[src/rtl/uart_frame_pkg.sv]
`default_nettype none
// ============================================================================
//  Module      : uart_frame_pkg
//  Description : Shared constants, state encoding and helpers for the UART
//                frame controller.
//  Revision    : 1.0 - initial release
// ============================================================================
package uart_frame_pkg;

    localparam logic [7:0] ACK_BYTE      = 8'h06;
    localparam logic [7:0] NAK_BYTE      = 8'h15;
    localparam logic [7:0] SYNC_BYTE_DEF = 8'hA5;

    // Frame controller states
    typedef enum logic [2:0] {
        ST_IDLE    = 3'd0,
        ST_LEN     = 3'd1,
        ST_PAYLOAD = 3'd2,
        ST_CHK     = 3'd3,
        ST_DRAIN   = 3'd4,
        ST_RESP    = 3'd5
    } state_t;

    // Response byte for a frame decision
    function automatic logic [7:0] resp_byte(input logic ack);
        return ack ? ACK_BYTE : NAK_BYTE;
    endfunction

endpackage
`default_nettype wire

[src/rtl/uart_frame_ctrl_if.sv]
`default_nettype none
// ============================================================================
//  Module      : uart_frame_ctrl_if
//  Description : Byte-stream, transmitter and payload handshake signals of
//                the UART frame controller. The controller uses the slave
//                view; the surrounding system uses the master view.
//  Revision    : 1.0 - initial release
// ============================================================================
interface uart_frame_ctrl_if;

    logic [7:0] rx_data;
    logic       rx_valid;
    logic       tx_busy;
    logic [7:0] tx_data;
    logic       tx_start;
    logic [7:0] pl_data;
    logic       pl_valid;
    logic       pl_ready;
    logic       pl_last;
    logic       frame_err;
    logic       busy;

    modport slave (
        input  rx_data, rx_valid, tx_busy, pl_ready,
        output tx_data, tx_start, pl_data, pl_valid, pl_last, frame_err, busy
    );

    modport master (
        output rx_data, rx_valid, tx_busy, pl_ready,
        input  tx_data, tx_start, pl_data, pl_valid, pl_last, frame_err, busy
    );

endinterface
`default_nettype wire

[src/rtl/frame_buf.sv]
`default_nettype none
// ============================================================================
//  Module      : frame_buf
//  Description : Payload storage, one synchronous write port and one
//                asynchronous read port. The array carries no reset.
//  Revision    : 1.0 - initial release
// ============================================================================
module frame_buf #(
    parameter int DEPTH = 16,
    parameter int AW    = 4
) (
    input  wire logic          clk,
    input  wire logic          wr_en,
    input  wire logic [AW-1:0] wr_addr,
    input  wire logic [7:0]    wr_data,
    input  wire logic [AW-1:0] rd_addr,
    output logic      [7:0]    rd_data
);

    logic [7:0] r_mem [DEPTH];

    // Write received payload bytes
    always_ff @(posedge clk) begin
        if (wr_en) begin
            r_mem[wr_addr] <= wr_data;
        end
    end

    assign rd_data = r_mem[rd_addr];

endmodule
`default_nettype wire

[src/rtl/uart_frame_ctrl.sv]
`default_nettype none
// ============================================================================
//  Module      : uart_frame_ctrl
//  Description : Receives SYNC/LEN/payload/CHK frames from a UART byte
//                stream, checks length and XOR checksum, streams accepted
//                payload out under valid/ready and answers ACK or NAK.
//  Revision    : 1.0 - initial release
// ============================================================================
module uart_frame_ctrl
    import uart_frame_pkg::*;
#(
    parameter logic [7:0] SYNC_BYTE   = SYNC_BYTE_DEF,
    parameter int         MAX_LEN     = 16,
    parameter int         TIMEOUT_CYC = 200000
) (
    input  wire logic          clk,
    input  wire logic          rst_n,
    uart_frame_ctrl_if.slave   bus
);

    localparam int LW = $clog2(MAX_LEN + 1);
    localparam int TW = $clog2(TIMEOUT_CYC + 1);

    localparam logic [7:0]    c_len_max = 8'(MAX_LEN);
    localparam logic [TW-1:0] c_tmo_max = TW'(TIMEOUT_CYC);

    state_t        r_state;
    state_t        w_state_nxt;
    logic [LW-1:0] r_len;
    logic [LW-1:0] r_cnt;
    logic [TW-1:0] r_tmo;
    logic [7:0]    r_xor;
    logic [7:0]    r_tx_data;
    logic [7:0]    r_pl_data;
    logic          r_pl_valid;
    logic          r_pl_last;

    logic          w_timed;
    logic          w_tmo_exp;
    logic          w_rx;
    logic          w_len_ok;
    logic          w_nak;
    logic          w_pl_accept;
    logic          w_pl_load;
    logic          w_ack_done;
    logic          w_wr_en;
    logic [7:0]    w_rd_data;

    // Payload buffer: written in PAYLOAD, read while draining, both at r_cnt
    frame_buf #(
        .DEPTH (16),
        .AW    (4)
    ) u_buf (
        .clk     (clk),
        .wr_en   (w_wr_en),
        .wr_addr (4'(r_cnt)),
        .wr_data (bus.rx_data),
        .rd_addr (4'(r_cnt)),
        .rd_data (w_rd_data)
    );

    // Qualifiers shared by the next-state logic and the datapath
    always_comb begin
        w_timed     = (r_state == ST_LEN) || (r_state == ST_PAYLOAD) || (r_state == ST_CHK);
        // A byte arriving in the expiry cycle loses to the timeout
        w_tmo_exp   = w_timed && (r_tmo == c_tmo_max);
        w_rx        = bus.rx_valid && !w_tmo_exp;
        w_len_ok    = (bus.rx_data != 8'h00) && (bus.rx_data <= c_len_max);
        w_pl_accept = r_pl_valid && bus.pl_ready;
        w_ack_done  = (r_state == ST_DRAIN) && w_pl_accept && r_pl_last;
        w_pl_load   = (r_state == ST_DRAIN) && (!r_pl_valid || (w_pl_accept && !r_pl_last));
        w_wr_en     = (r_state == ST_PAYLOAD) && w_rx;
    end

    // State register
    always_ff @(posedge clk or negedge rst_n) begin
        if (!rst_n) begin
            r_state <= ST_IDLE;
        end else begin
            r_state <= w_state_nxt;
        end
    end

    // Next-state and NAK decision
    always_comb begin
        w_state_nxt = r_state;
        w_nak       = 1'b0;
        case (r_state)
            ST_IDLE: begin
                if (bus.rx_valid && (bus.rx_data == SYNC_BYTE)) begin
                    w_state_nxt = ST_LEN;
                end
            end
            ST_LEN: begin
                if (w_tmo_exp) begin
                    w_state_nxt = ST_RESP;
                    w_nak       = 1'b1;
                end else if (w_rx) begin
                    if (w_len_ok) begin
                        w_state_nxt = ST_PAYLOAD;
                    end else begin
                        w_state_nxt = ST_RESP;
                        w_nak       = 1'b1;
                    end
                end
            end
            ST_PAYLOAD: begin
                if (w_tmo_exp) begin
                    w_state_nxt = ST_RESP;
                    w_nak       = 1'b1;
                end else if (w_rx && ((r_cnt + LW'(1)) == r_len)) begin
                    w_state_nxt = ST_CHK;
                end
            end
            ST_CHK: begin
                if (w_tmo_exp) begin
                    w_state_nxt = ST_RESP;
                    w_nak       = 1'b1;
                end else if (w_rx) begin
                    if (bus.rx_data == r_xor) begin
                        w_state_nxt = ST_DRAIN;
                    end else begin
                        w_state_nxt = ST_RESP;
                        w_nak       = 1'b1;
                    end
                end
            end
            ST_DRAIN: begin
                if (w_ack_done) begin
                    w_state_nxt = ST_RESP;
                end
            end
            ST_RESP: begin
                if (!bus.tx_busy) begin
                    w_state_nxt = ST_IDLE;
                end
            end
            default: begin
                w_state_nxt = ST_IDLE;
            end
        endcase
    end

    // Idle timer: restarts on every received byte and on each state change
    always_ff @(posedge clk or negedge rst_n) begin
        if (!rst_n) begin
            r_tmo <= '0;
        end else if (!w_timed || (w_state_nxt != r_state) || bus.rx_valid) begin
            r_tmo <= '0;
        end else begin
            r_tmo <= r_tmo + TW'(1);
        end
    end

    // Frame datapath: length, byte counter, running XOR and payload output
    always_ff @(posedge clk or negedge rst_n) begin
        if (!rst_n) begin
            r_len      <= '0;
            r_cnt      <= '0;
            r_xor      <= 8'h00;
            r_pl_data  <= 8'h00;
            r_pl_valid <= 1'b0;
            r_pl_last  <= 1'b0;
        end else begin
            case (r_state)
                ST_LEN: begin
                    if (w_rx && w_len_ok) begin
                        r_len <= LW'(bus.rx_data);
                        r_cnt <= '0;
                        r_xor <= bus.rx_data;
                    end
                end
                ST_PAYLOAD: begin
                    if (w_rx) begin
                        r_xor <= r_xor ^ bus.rx_data;
                        r_cnt <= r_cnt + LW'(1);
                    end
                end
                ST_CHK: begin
                    if (w_rx && (bus.rx_data == r_xor)) begin
                        r_cnt <= '0;
                    end
                end
                ST_DRAIN: begin
                    if (w_pl_load) begin
                        r_pl_data  <= w_rd_data;
                        r_pl_last  <= (r_cnt == (r_len - LW'(1)));
                        r_pl_valid <= 1'b1;
                        r_cnt      <= r_cnt + LW'(1);
                    end else if (w_ack_done) begin
                        r_pl_valid <= 1'b0;
                        r_pl_last  <= 1'b0;
                    end
                end
                default: begin
                end
            endcase
        end
    end

    // Response byte is latched on entry to RESP and held through tx_start
    always_ff @(posedge clk or negedge rst_n) begin
        if (!rst_n) begin
            r_tx_data <= 8'h00;
        end else if ((r_state != ST_RESP) && (w_state_nxt == ST_RESP)) begin
            r_tx_data <= resp_byte(!w_nak);
        end
    end

    assign bus.tx_data   = r_tx_data;
    assign bus.tx_start  = (r_state == ST_RESP) && !bus.tx_busy;
    assign bus.pl_data   = r_pl_data;
    assign bus.pl_valid  = r_pl_valid;
    assign bus.pl_last   = r_pl_last;
    assign bus.frame_err = w_nak;
    assign bus.busy      = (r_state != ST_IDLE);

endmodule
`default_nettype wire

[src/flat_wrapper.sv]
// flat-port wrapper written by rule: the top's interface ports become plain ports
module uart_frame_ctrl_flat import uart_frame_pkg::*;
#(
    parameter logic [7:0] SYNC_BYTE   = SYNC_BYTE_DEF,
    parameter int         MAX_LEN     = 16,
    parameter int         TIMEOUT_CYC = 200000
)
  (clk, rst_n, bus_rx_data, bus_rx_valid, bus_tx_busy, bus_pl_ready, bus_tx_data, bus_tx_start, bus_pl_data, bus_pl_valid, bus_pl_last, bus_frame_err, bus_busy);
  uart_frame_ctrl_if bus_i ();
  input  wire logic clk;
  input  wire logic rst_n;
  input wire logic [$bits(bus_i.rx_data)-1:0] bus_rx_data;
  input wire logic [$bits(bus_i.rx_valid)-1:0] bus_rx_valid;
  input wire logic [$bits(bus_i.tx_busy)-1:0] bus_tx_busy;
  input wire logic [$bits(bus_i.pl_ready)-1:0] bus_pl_ready;
  output wire logic [$bits(bus_i.tx_data)-1:0] bus_tx_data;
  output wire logic [$bits(bus_i.tx_start)-1:0] bus_tx_start;
  output wire logic [$bits(bus_i.pl_data)-1:0] bus_pl_data;
  output wire logic [$bits(bus_i.pl_valid)-1:0] bus_pl_valid;
  output wire logic [$bits(bus_i.pl_last)-1:0] bus_pl_last;
  output wire logic [$bits(bus_i.frame_err)-1:0] bus_frame_err;
  output wire logic [$bits(bus_i.busy)-1:0] bus_busy;
  assign bus_i.rx_data = bus_rx_data;
  assign bus_i.rx_valid = bus_rx_valid;
  assign bus_i.tx_busy = bus_tx_busy;
  assign bus_i.pl_ready = bus_pl_ready;
  assign bus_tx_data = bus_i.tx_data;
  assign bus_tx_start = bus_i.tx_start;
  assign bus_pl_data = bus_i.pl_data;
  assign bus_pl_valid = bus_i.pl_valid;
  assign bus_pl_last = bus_i.pl_last;
  assign bus_frame_err = bus_i.frame_err;
  assign bus_busy = bus_i.busy;
  uart_frame_ctrl #(.SYNC_BYTE(SYNC_BYTE), .MAX_LEN(MAX_LEN), .TIMEOUT_CYC(TIMEOUT_CYC)) u_core (.clk(clk), .rst_n(rst_n), .bus(bus_i));
endmodule
[config.mk]
export PLATFORM = sky130hd
export DESIGN_NAME = uart_frame_ctrl_flat
export DESIGN_NICKNAME = d
export VERILOG_FILES = /design/src/rtl/uart_frame_pkg.sv /design/src/rtl/uart_frame_ctrl_if.sv /design/src/rtl/frame_buf.sv /design/src/rtl/uart_frame_ctrl.sv /design/src/flat_wrapper.sv
export SDC_FILE = /design/constraint.sdc
export NUM_CORES = 1
export LEC_CHECK = 0
export ABC_AREA = 1
export CELL_PAD_IN_SITES_DETAIL_PLACEMENT = 0
export CELL_PAD_IN_SITES_GLOBAL_PLACEMENT = 1
export CORE_UTILIZATION = 47
export DETAILED_ROUTE_END_ITERATION = 8
export PLACE_DENSITY_LB_ADDON = 0.1
export SETUP_SLACK_MARGIN = 0.4
export SYNTH_ARGS = -nofsm -noshare
export SYNTH_HDL_FRONTEND = slang
export SYNTH_HIERARCHICAL = 1
export SYNTH_SLANG_ARGS = --single-unit
[constraint.sdc]
create_clock -name clk -period 2.7 [get_ports clk]
set_input_delay 0.27 -clock clk [delete_from_list [all_inputs] [get_ports clk]]
set_output_delay 0.27 -clock clk [all_outputs]
set_load 0.1 [all_outputs]
==> impl_metrics.py, run 1 <==
metrics = {
    "clock_tree": {
        "cts_buffers": 17,
        "clkLatencyLatePin_ns": 0.42,
        "cts_hold_buf": 0,
        "clk_path_buf_depth": 2,
        "ctsHtreeMaxLevel": 4,
        "cts_tree": "built",
        "cts-root-buf": "clkbuf_16",
        "clk_pin_slew_ns": 0.07,
        "cts.sinks": 180,
    },
    "sta": {
        "finalCritPeriodShare_pct": 81.0,
        "worstMarginPinSlew_ns": 0.980,
        "setup_tns_ns": 0,
        "maxSlewViolCount": 0,
        "rsz0062_at_grt": "yes",
        "fin_skew_ns": 0.00941,
        "hold_violations": 2,
        "hold_slack_ns": -0.000368,
        "relSlewSlack_pct": 34.7,
        "period_needed_ns": 2.19,
        "fmax_mhz": 457,
        "setup_viol": 0,
    },
    "synthesis": {
        "avgSynthCellArea_um2": 8.98,
        "synthCells": 971,
        "yosys_warnings": 6,
        "synth.ff_latch_count": 180,
        "ys_types": 35,
        "synthesis.area_um2": 8720,
        "ys_seq_area_share_pct": 59.0,
    },
    "global_route": {
        "grt_max_degree": 47,
        "grt_overflow_total": 0,
        "grt_pass1_wl_mm": 32.8,
        "grt_pass1_vias": 6000,
        "antenna_found_initial": 2,
        "grt_use_total_pct": 22.8,
    },
    "setup_path": {
        "r2r_cells": 10,
        "start_kind": "flop",
        "setup.worst_path.end_class": "output port",
        "crit_fanout": 4,
        "required_ns": 2.43,
        "worstSetupPathType": "flop to output port",
        "cp.arrival_ns": 1.92,
    },
    "cells_and_area": {
        "utilization_pct": 55.3,
        "antennaDiodeCount": 0,
        "syn_to_final_growth_pct": 14.7,
        "instances_no_fill": 1278,
        "finish.net_count": 1053,
        "drive_gt1_share_pct": 13.6,
        "fill_cells": 1664,
    },
    "place": {
        "dpl.hpwl_mm": 13.4,
        "io_buffers": 29,
        "placed_cells": 1240,
        "globalplace.congestion": 0.785,
    },
    "routing": {
        "drt_iter0_drc": 463,
        "finalWirelength_mm": 20.3,
        "drtPass1Iterations": 7,
        "ant_nets": 0,
        "vias": 6266,
        "wl_per_cell_um": 15.9,
        "vias_per_cell": 4.90,
        "drc": 2,
    },
    "run_status": {
        "status": "finished with violations",
        "violations": "design-rule violations, negative hold slack",
    },
    "power_and_ir_drop": {
        "p_seq_share_pct": 39.5,
        "power.density_nw_per_um2": 818,
        "ir_drop_v": 0.000766,
        "comb_power_share_pct": 31.6,
        "total_power_mw": 8.19,
        "internal_power_mw": 5.08,
        "p_sw_mw": 3.11,
        "clkPwrFrac_pct": 28.9,
        "leakage_nw": 4.57,
        "sw_frac_of_total_pct": 38.0,
    },
    "floorplan": {
        "rows": 49,
        "fp.coreArea_um2": 18100,
        "die_h_um": 138,
        "start_util_pct": 48.2,
        "ios": 34,
        "dieArea_um2": 19100,
        "chipWidth_um": 138,
    },
    "job": {
        "drv_cap": 0,
    },
    "min_path": {
        "hold_path_class": "input port to asynchronous set/reset pin",
    },
}
[layout make-up]
type,instances,area (um2),area share (%)
multi-input combinational,600,2780,27.8
tap,229,287,2.86
inverter,161,604,6.04
timing repair buffer,76,621,6.20
sequential,180,5150,51.4
clock inverter,11,87.6,0.875
clock buffer,21,483,4.83
[logic make-up after synthesis]
family,Yosys count,synth area share [%]
AO/OA/AOI/OAI,34,2.32
other,1,0.0430
flip-flops,180,59.0
XOR/XNOR,17,1.71
adder cells (fa/ha/maj),4,0.574
buffers and inverters,194,9.66
AND/OR/NAND/NOR,541,26.7
[power groups by stage]
stage	combinational (mW)	sequential [mW]	clock, mW
floorplan	1.50	3.73	0
global placement	2.58	3.29	0
detailed placement	2.59	3.29	0
CTS	2.60	3.23	2.42
global route	2.84	3.25	2.52
finish	2.59	3.24	2.37
[synthesized netlist by cell type]
cell type    n  area [um2]
a21oi_4      1        16.3
clkbuf_1     1        3.75
xnor2_1      6        52.6
xor2_1      11        96.3
edfxtp_1   128        3840
nand3_2      3        30.0
a21boi_0     1        7.51
o211ai_1     1        7.51
inv_1      155         582
buf_6        8        90.1
nand3_1    120         601
conb_1       1        3.75
nand2_2      2        12.5
o21ai_1      6        30.0
nand3_4      1        17.5
buf_1        1        3.75
nand3b_1     2        15.0
o41ai_1      1        8.76
buf_2       13        65.1
nor2_2      17         106
nor3_2       2        20.0
nor2_4       2        22.5
nor2_1      55         206
o21ai_0     16        80.1
nand2_1    327        1230
nor3_1       6        30.0
o21ai_2      3        26.3
inv_2        6        22.5
nand4_4      1        21.3
o22ai_1      1        6.26
a21oi_1      4        20.0
dfrtp_1     52        1300
ha_1         4        50.1
buf_4       10        75.1
nand4_1      3        18.8
[sequential cells by signal (all words and copies together) (netlist names)]
name and flops:
u_core/bus.pl_valid 1, u_core/bus.tx_data 3, u_core/r_len 5, u_core/bus.pl_data 8, u_core/r_state 3, u_core/u_buf/r_mem 128
u_core/r_xor 8, u_core/bus.pl_last 1, u_core/r_tmo 18, u_core/r_cnt 5
[critical path: stages (launching register included)]
cell      delay, ns
dfrtp_1        0.41
inv_2          0.09
nand2_2        0.09
nand2_2        0.08
nor2_2         0.12
nand3_2        0.09
buf_6          0.13
a21boi_1       0.12
buf_4          0.15
inv_2          0.06
buf_12         0.16
[metrics by stage]
stage	setup slack, ns	hold slack [ns]	area [um2]
after floorplan	0.574	-0.0256	8730
after global placement	0.247	0.455	9360
after detailed placement	0.270	0.462	9360
after CTS	0.420	0.0200	9950
after global routing	0.397	0.0676	10000
final	0.514	-0.000368	10000
[placed cells by master, fill, tap and decap left out, types with 2 or more instances in the layout]
| cell type | n |
|---|---|
| a21oi_1 | 4 |
| buf_12 | 2 |
| buf_4 | 61 |
| clkbuf_1 | 2 |
| clkbuf_16 | 19 |
| clkdlybuf4s50_1 | 5 |
| clkinv_4 | 3 |
| clkinvlp_4 | 2 |
| conb_1 | 4 |
| dfrtp_1 | 51 |
| dlygate4sd2_1 | 5 |
| edfxtp_1 | 128 |
| ha_1 | 4 |
| inv_1 | 154 |
| inv_2 | 7 |
| inv_6 | 4 |
| nand2_1 | 326 |
| nand2_2 | 3 |
| nand3_1 | 120 |
| nand3_2 | 3 |
| nand3b_1 | 2 |
| nand4_1 | 3 |
| nor2_1 | 49 |
| nor2_2 | 21 |
| nor2_4 | 4 |
| nor3_1 | 5 |
| nor3_2 | 3 |
| o21ai_0 | 16 |
| o21ai_1 | 6 |
| o21ai_2 | 3 |
| xnor2_1 | 6 |
| xor2_1 | 11 |
[worst paths after layout]
check | startpoint | to | slack, ns
min in group clk | bus_rx_data[4] | u_core/r_len[4] | 0.33
worst min-delay path | rst_n | u_core/r_tmo[10] | -0.0004
max in group asynchronous | rst_n | u_core/r_xor[1] | 1.95
worst min register to register | u_core/bus.pl_data[0] | u_core/bus.pl_data[0] | 0.48
worst max-delay path | u_core/r_state[1] | bus_frame_err | 0.51
worst max register to register | u_core/r_state[1] | u_core/u_buf/r_mem[9][4] | 0.61
[timing repair]
action,in CTS,in global routing
pin swaps,0,2
resized for setup,10,9
setup endpoints to repair,46,129
setup buffers,2,4
[layer usage]
| metal | vias to the layer above | wire length (um) | track usage [%] |
|---|---|---|---|
| li1 | 3192 | - | - |
| met2 | 130 | 9560 | 36.8 |
| met3 | 15 | 883 | 4.02 |
| met4 | 0 | 257 | 7.04 |
| met1 | 2929 | 9610 | 31.5 |
| met5 | - | 0 | 0 |
Power figures use the tool's default switching activity.
==> inputs of run 2 (changes only) <==
==> constraint.sdc (replaced) <==
create_clock -name clk -period 2.08 [get_ports clk]
set_input_delay 0.208 -clock clk [delete_from_list [all_inputs] [get_ports clk]]
set_output_delay 0.208 -clock clk [all_outputs]
set_load 0.1 [all_outputs]
==> run 2 against run 1 <==
Net effect: the run ends with design-rule violations, negative setup slack left; power grew 40%; sequential power grew 30%; register-to-register slack lost 0.60 ns; sequential share of layout area shrank 5.0 points; setup slack lost 0.59 ns; hold slack gained 0.33 ns; critical path depth shrank 1; clock-buffer cell count shrank 1; via count grew 3.1%; cell count grew 3.0%; largest power group unchanged.
==> impl_metrics.py, run 2 (same netlist as run 1, synthesis figures left out) <==
metrics = {
    "global_route": {
        "antenna_found_initial": 0,
        "grt_overflow_total": 0,
        "grt_max_degree": 47,
        "grt_pass1_wl_mm": 33.9,
        "grt_use_total_pct": 23.2,
        "grt_pass1_vias": 6262,
    },
    "sta": {
        "hold_violations": 0,
        "setup_slack_ns": -0.0722,
        "fin_skew_ns": 0.0138,
        "relSlewSlack_pct": 56.8,
        "maxSlewViolCount": 0,
        "rsz0062_at_grt": "yes",
        "worstMarginPinSlew_ns": 0.648,
        "period_needed_ns": 2.15,
        "setup_viol": 1,
        "fmax_mhz": 465,
        "finalCritPeriodShare_pct": 103,
    },
    "run_status": {
        "violations": "design-rule violations, negative setup slack",
        "status": "finished with violations",
    },
    "clock_tree": {
        "clk_path_buf_depth": 2,
        "ctsHtreeMaxLevel": 4,
        "cts.sinks": 180,
        "cts-root-buf": "clkbuf_16",
        "clk_pin_slew_ns": 0.07,
        "cts_tree": "built",
        "clkLatencyLatePin_ns": 0.43,
        "cts_buffers": 17,
    },
    "cells_and_area": {
        "fill_cells": 1503,
        "utilization_pct": 61.4,
        "finish.net_count": 1091,
        "layout_commonest_cell": "nand2_1",
        "largest_reg_flops": 128,
        "fin_area_um2": 11100,
        "top_regs": "u_core/u_buf/r_mem: 128 flops, u_core/r_tmo: 18 flops",
        "antennaDiodeCount": 0,
        "final_cell_mix": "312 x nand2_1, 152 x inv_1, 128 x edfxtp_1, 111 x nand3_1, 62 x buf_4",
        "regMostFlops": "u_core/u_buf/r_mem",
        "syn_to_final_growth_pct": 27.3,
        "drive_gt1_share_pct": 22.1,
    },
    "floorplan": {
        "start_util_pct": 48.2,
        "rows": 49,
        "ios": 34,
        "chipWidth_um": 138,
        "die_h_um": 138,
        "dieArea_um2": 19100,
        "fp.coreArea_um2": 18100,
    },
    "power_and_ir_drop": {
        "total_power_mw": 11.5,
        "power.density_nw_per_um2": 1030,
        "ir_drop_v": 0.000941,
        "leakage_nw": 4.92,
    },
    "routing": {
        "finalWirelength_mm": 21.4,
        "ant_nets": 0,
        "vias_per_cell": 4.91,
        "drtPass1Iterations": 7,
        "vias": 6463,
        "wl_per_cell_um": 16.2,
        "drt_iter0_drc": 444,
        "drc": 4,
    },
    "setup_path": {
        "worstSetupPathType": "flop to output port",
        "crit_fanout": 3,
        "cp.arrival_ns": 1.94,
        "required_ns": 1.87,
        "start_kind": "flop",
        "setup.worst_path.end_class": "output port",
    },
    "min_path": {
        "hold_path_class": "input port to asynchronous set/reset pin",
    },
    "place": {
        "io_buffers": 29,
        "dpl_cell_area_um2": 9710,
        "pre_cts_ws_ns": -0.113,
        "dpl.hpwl_mm": 13.9,
        "globalplace.congestion": 0.819,
    },
    "job": {
        "drv_cap": 0,
    },
}
-- run 2: cell types whose count changed in the layout (fill, tap and decap cells not counted), moves of 4 or more --
| cell | delta |
|---|---|
| nand2_1 | -14 |
| nor2_4 | +27 |
| clkdlybuf4s50_1 | +4 |
| buf_6 | +13 |
| buf_12 | +20 |
| nand2_2 | +10 |
| nor2_1 | -21 |
| nor2_2 | -6 |
| nand3_2 | +6 |
| dfrtp_1 | -5 |
| nand3_1 | -9 |
-- run 2: report_power, final --
group	leakage, nW	internal, mW	switching (mW)
Combinational	2.80	1.20	2.72
Clock	0.303	1.87	1.48
Sequential	1.82	4.04	0.158
-- run 2: worst max-delay path, cell delays in order, from the launching register on --
cell and delay, ns:
dfrtp_1 0.42, nor2_1 0.11, nand2_1 0.07, nor2_2 0.16
nand3_2 0.11, buf_6 0.13, a21boi_2 0.14, buf_4 0.14
inv_4 0.05, buf_12 0.16
-- run 2: area by class of cell --
class / instances / area [um2] / share of cell area [%]
sequential: 180 / 5160 / 46.4
multi-input combinational: 600 / 3150 / 28.4
timing repair buffer: 114 / 1270 / 11.4
clock buffer: 20 / 489 / 4.41
tap: 229 / 287 / 2.58
clock inverter: 12 / 125 / 1.13
inverter: 161 / 626 / 5.63
-- run 2: final timing paths --
check / from / to / slack, ns / cells after the start
min in group clk: bus_rx_data[1] / u_core/r_len[1] / 0.33 / 3
hold / removal: rst_n / u_core/r_tmo[11] / 0.33 / 2
setup reg to reg: u_core/r_tmo[0] / u_core/u_buf/r_mem[8][4] / 0.01 / 12
max in group asynchronous: rst_n / u_core/r_tmo[2] / 1.08 / 3
hold reg to reg: u_core/bus.pl_data[7] / u_core/bus.pl_data[7] / 0.48 / 2
setup / recovery: u_core/r_tmo[14] / bus_frame_err / -0.07 / 9
-- run 2: repair_timing --
action / in CTS / in global routing
setup endpoints to repair: 172 / 177
gates resized for setup: 66 / 29
pin swaps: 21 / 10
hold endpoints to repair: 25 / 0
setup buffers: 22 / 7
cloned: 2 / 1
hold buffers: 1 / 0
-- run 2: through the flow --
stage	std cells	hold WS (ns)	TNS, ns
global placement	1251	0.271	-0.135
floorplan	974	-0.0876	0
CTS	1308	0.333	-0.0587
global route	1316	0.367	-5.42
finish	1316	0.327	-0.0722
detailed placement	1251	0.268	-0.494
-- run 2: routing by layer --
layer | global-route usage, % | share of wire [%] | up-vias
li1 | - | - | 3274
met1 | 30.7 | 46 | 3040
met2 | 38.6 | 48 | 130
met3 | 4.61 | 4.2 | 19
met4 | 7.45 | 1.6 | 0
met5 | 0 | 0 | -
==> inputs of run 3 (changes only) <==
--- a/config.mk
+++ b/config.mk
@@ -8,7 +8,7 @@
 export ABC_AREA = 1
 export CELL_PAD_IN_SITES_DETAIL_PLACEMENT = 0
 export CELL_PAD_IN_SITES_GLOBAL_PLACEMENT = 1
-export CORE_UTILIZATION = 47
+export CORE_UTILIZATION = 43
 export DETAILED_ROUTE_END_ITERATION = 8
 export PLACE_DENSITY_LB_ADDON = 0.1
 export SETUP_SLACK_MARGIN = 0.4
==> constraint.sdc (replaced) <==
create_clock -name clk -period 1.9 [get_ports clk]
set_input_delay 0.19 -clock clk [delete_from_list [all_inputs] [get_ports clk]]
set_output_delay 0.19 -clock clk [all_outputs]
set_load 0.1 [all_outputs]
==> run 3 against run 2 <==
Net effect: final area increased by 15%; the run ends with negative setup slack left; clock power increased by 3%; combinational power increased by 60%; sequential cell count unchanged; clock skew increased by 0.0020 ns; die area increased by 9.2%; register-to-register slack got worse by 0.04 ns; sequential share of layout area decreased by 6.2 points; setup slack got worse by 0.095 ns; critical endpoint unchanged; global-route usage increased by 1.4 points.
==> impl_metrics.py, run 3 (same netlist as run 1, synthesis figures left out) <==
metrics = {
    "job": {
        "drv_cap": 0,
    },
    "cells_and_area": {
        "multi_input_area_um2": 3680,
        "antennaDiodeCount": 0,
        "largest_reg_flops": 128,
        "fill_cells": 1573,
        "fin_area_um2": 12800,
        "syn_to_final_growth_pct": 47.0,
        "top_regs": "u_core/u_buf/r_mem: 128 flops, u_core/r_tmo: 18 flops",
        "final_cell_mix": "253 x nand2_1, 141 x inv_1, 128 x edfxtp_1, 86 x buf_4, 61 x nand3_2",
        "regMostFlops": "u_core/u_buf/r_mem",
        "drive_gt1_share_pct": 38.6,
        "finish.net_count": 1167,
        "ff_latch_area_um2": 5160,
        "layout_commonest_cell": "nand2_1",
    },
    "clock_tree": {
        "clkLatencyLatePin_ns": 0.43,
        "clk_pin_slew_ns": 0.08,
        "cts_buffers": 17,
        "cts-root-buf": "clkbuf_16",
        "cts.sinks": 180,
        "cts_tree": "built",
        "ctsHtreeMaxLevel": 4,
        "clk_path_buf_depth": 2,
    },
    "routing": {
        "drtPass1Iterations": 5,
        "finalWirelength_mm": 24.6,
        "vias": 6941,
        "ant_nets": 0,
        "vias_per_cell": 4.86,
        "drc": 0,
        "wl_per_cell_um": 17.2,
        "drt_iter0_drc": 372,
    },
    "sta": {
        "setup_viol": 65,
        "period_needed_ns": 2.07,
        "fin_skew_ns": 0.0158,
        "maxSlewViolCount": 0,
        "hold_slack_ns": 0.223,
        "rsz0062_at_grt": "yes",
        "setup_slack_ns": -0.167,
        "finalCritPeriodShare_pct": 109,
        "setup_tns_ns": -0.926,
        "hold_violations": 0,
        "fmax_mhz": 484,
    },
    "global_route": {
        "grt_use_total_pct": 24.6,
        "antenna_found_initial": 0,
        "grt_pass1_wl_mm": 37.0,
        "grt_pass1_vias": 6716,
        "grt_max_degree": 26,
        "grt_overflow_total": 0,
    },
    "floorplan": {
        "start_util_pct": 44.4,
        "ios": 34,
        "chipWidth_um": 144,
        "dieArea_um2": 20900,
        "die_h_um": 144,
        "rows": 51,
        "fp.coreArea_um2": 19700,
    },
    "power_and_ir_drop": {
        "total_power_mw": 14.3,
        "leakage_nw": 5.71,
        "power.density_nw_per_um2": 1120,
        "ir_drop_v": 0.000953,
    },
    "place": {
        "dpl_cell_area_um2": 10200,
        "dpl.hpwl_mm": 14.7,
        "globalplace.congestion": 0.812,
        "io_buffers": 29,
    },
    "setup_path": {
        "worstSetupPathType": "flop to output port",
        "required_ns": 1.71,
        "start_kind": "flop",
        "crit_fanout": 4,
        "cp.arrival_ns": 1.88,
        "setup.worst_path.end_class": "output port",
    },
    "run_status": {
        "violations": "negative setup slack",
        "status": "finished with violations",
    },
    "min_path": {
        "hold_path_class": "input port to asynchronous set/reset pin",
    },
}
-- run 3: cell count changes in the layout (fill, tap and decap cells not counted), moves of 4 or more --
| cell | previous run | this run |
|---|---|---|
| buf_12 | 22 | 36 |
| buf_16 | 1 | 13 |
| buf_4 | 62 | 86 |
| buf_6 | 14 | 34 |
| inv_1 | 152 | 141 |
| inv_2 | 5 | 14 |
| inv_8 | 2 | 6 |
| nand2_1 | 312 | 253 |
| nand2_2 | 13 | 60 |
| nand2_4 | 3 | 16 |
| nand3_1 | 111 | 56 |
| nand3_2 | 9 | 61 |
| o21ai_0 | 14 | 8 |
-- run 3: path summary, 6_finish.rpt --
path	start	slack, ns	depth (start not counted)	to
max	u_core/r_state[0]	-0.17	10	bus_frame_err
max in group asynchronous	rst_n	1.12	3	u_core/r_cnt[0]
max reg2reg	u_core/r_tmo[0]	-0.03	12	u_core/u_buf/r_mem[8][1]
min reg2reg	u_core/bus.pl_data[4]	0.48	2	u_core/bus.pl_data[4]
min	rst_n	0.22	2	u_core/bus.pl_data[7]
min in group clk	bus_rx_data[2]	0.28	4	u_core/r_len[2]
-- run 3: what timing repair did --
action | 4_1_cts | 5_1_grt
pin swaps | 80 | 69
gates cloned | 16 | 1
hold buffers | 1 | 0
resized for setup | 209 | 82
buffers inserted | 38 | 15
endpoints found under the setup margin | 182 | 182
hold endpoints to repair | 14 | 0
-- run 3: cell type report --
class                   instances  area share [%]
multi-input cells             600            28.7
inverters                     161            5.08
well taps                     265            2.59
clock buffers                  18            3.43
clock inverters                14            1.06
repair buffers                189            18.7
repair inverters                1           0.127
flip-flops and latches        180            40.2
-- run 3: layer usage --
metal  vias to the layer above  GRT usage, %  wire length [um]
li1                       3431             -                 -
met1                      3301          30.9             10400
met2                       177          43.1             12700
met3                        32          2.98               915
met4                         0          9.42               600
met5                         -             0                 0
-- run 3: power by group --
| group | switching (mW) | total, mW | internal (mW) |
|---|---|---|---|
| Sequential | 0.186 | 4.62 | 4.43 |
| Clock | 1.66 | 3.44 | 1.78 |
| Combinational | 3.76 | 6.29 | 2.53 |
| Total | 5.61 | 14.3 | 8.74 |
-- run 3: through the flow --
stage	instances	utilization [%]	worst slack (ns)
final	1428	65.2	-0.167
after global routing	1428	65.2	-0.262
after CTS	1412	62.9	-0.186
after detailed placement	1325	51.9	-0.314
after global placement	1325	51.9	-0.335
after floorplan	974	-	-0.0429
-- run 3: critical path: stages (launching register included) --
cell	delay [ns]
dfrtp_1	0.36
inv_2	0.04
buf_4	0.13
nor2_1	0.13
inv_1	0.11
nor2_4	0.18
o21ai_2	0.09
nand2_2	0.10
a21boi_4	0.09
inv_8	0.06
buf_12	0.16
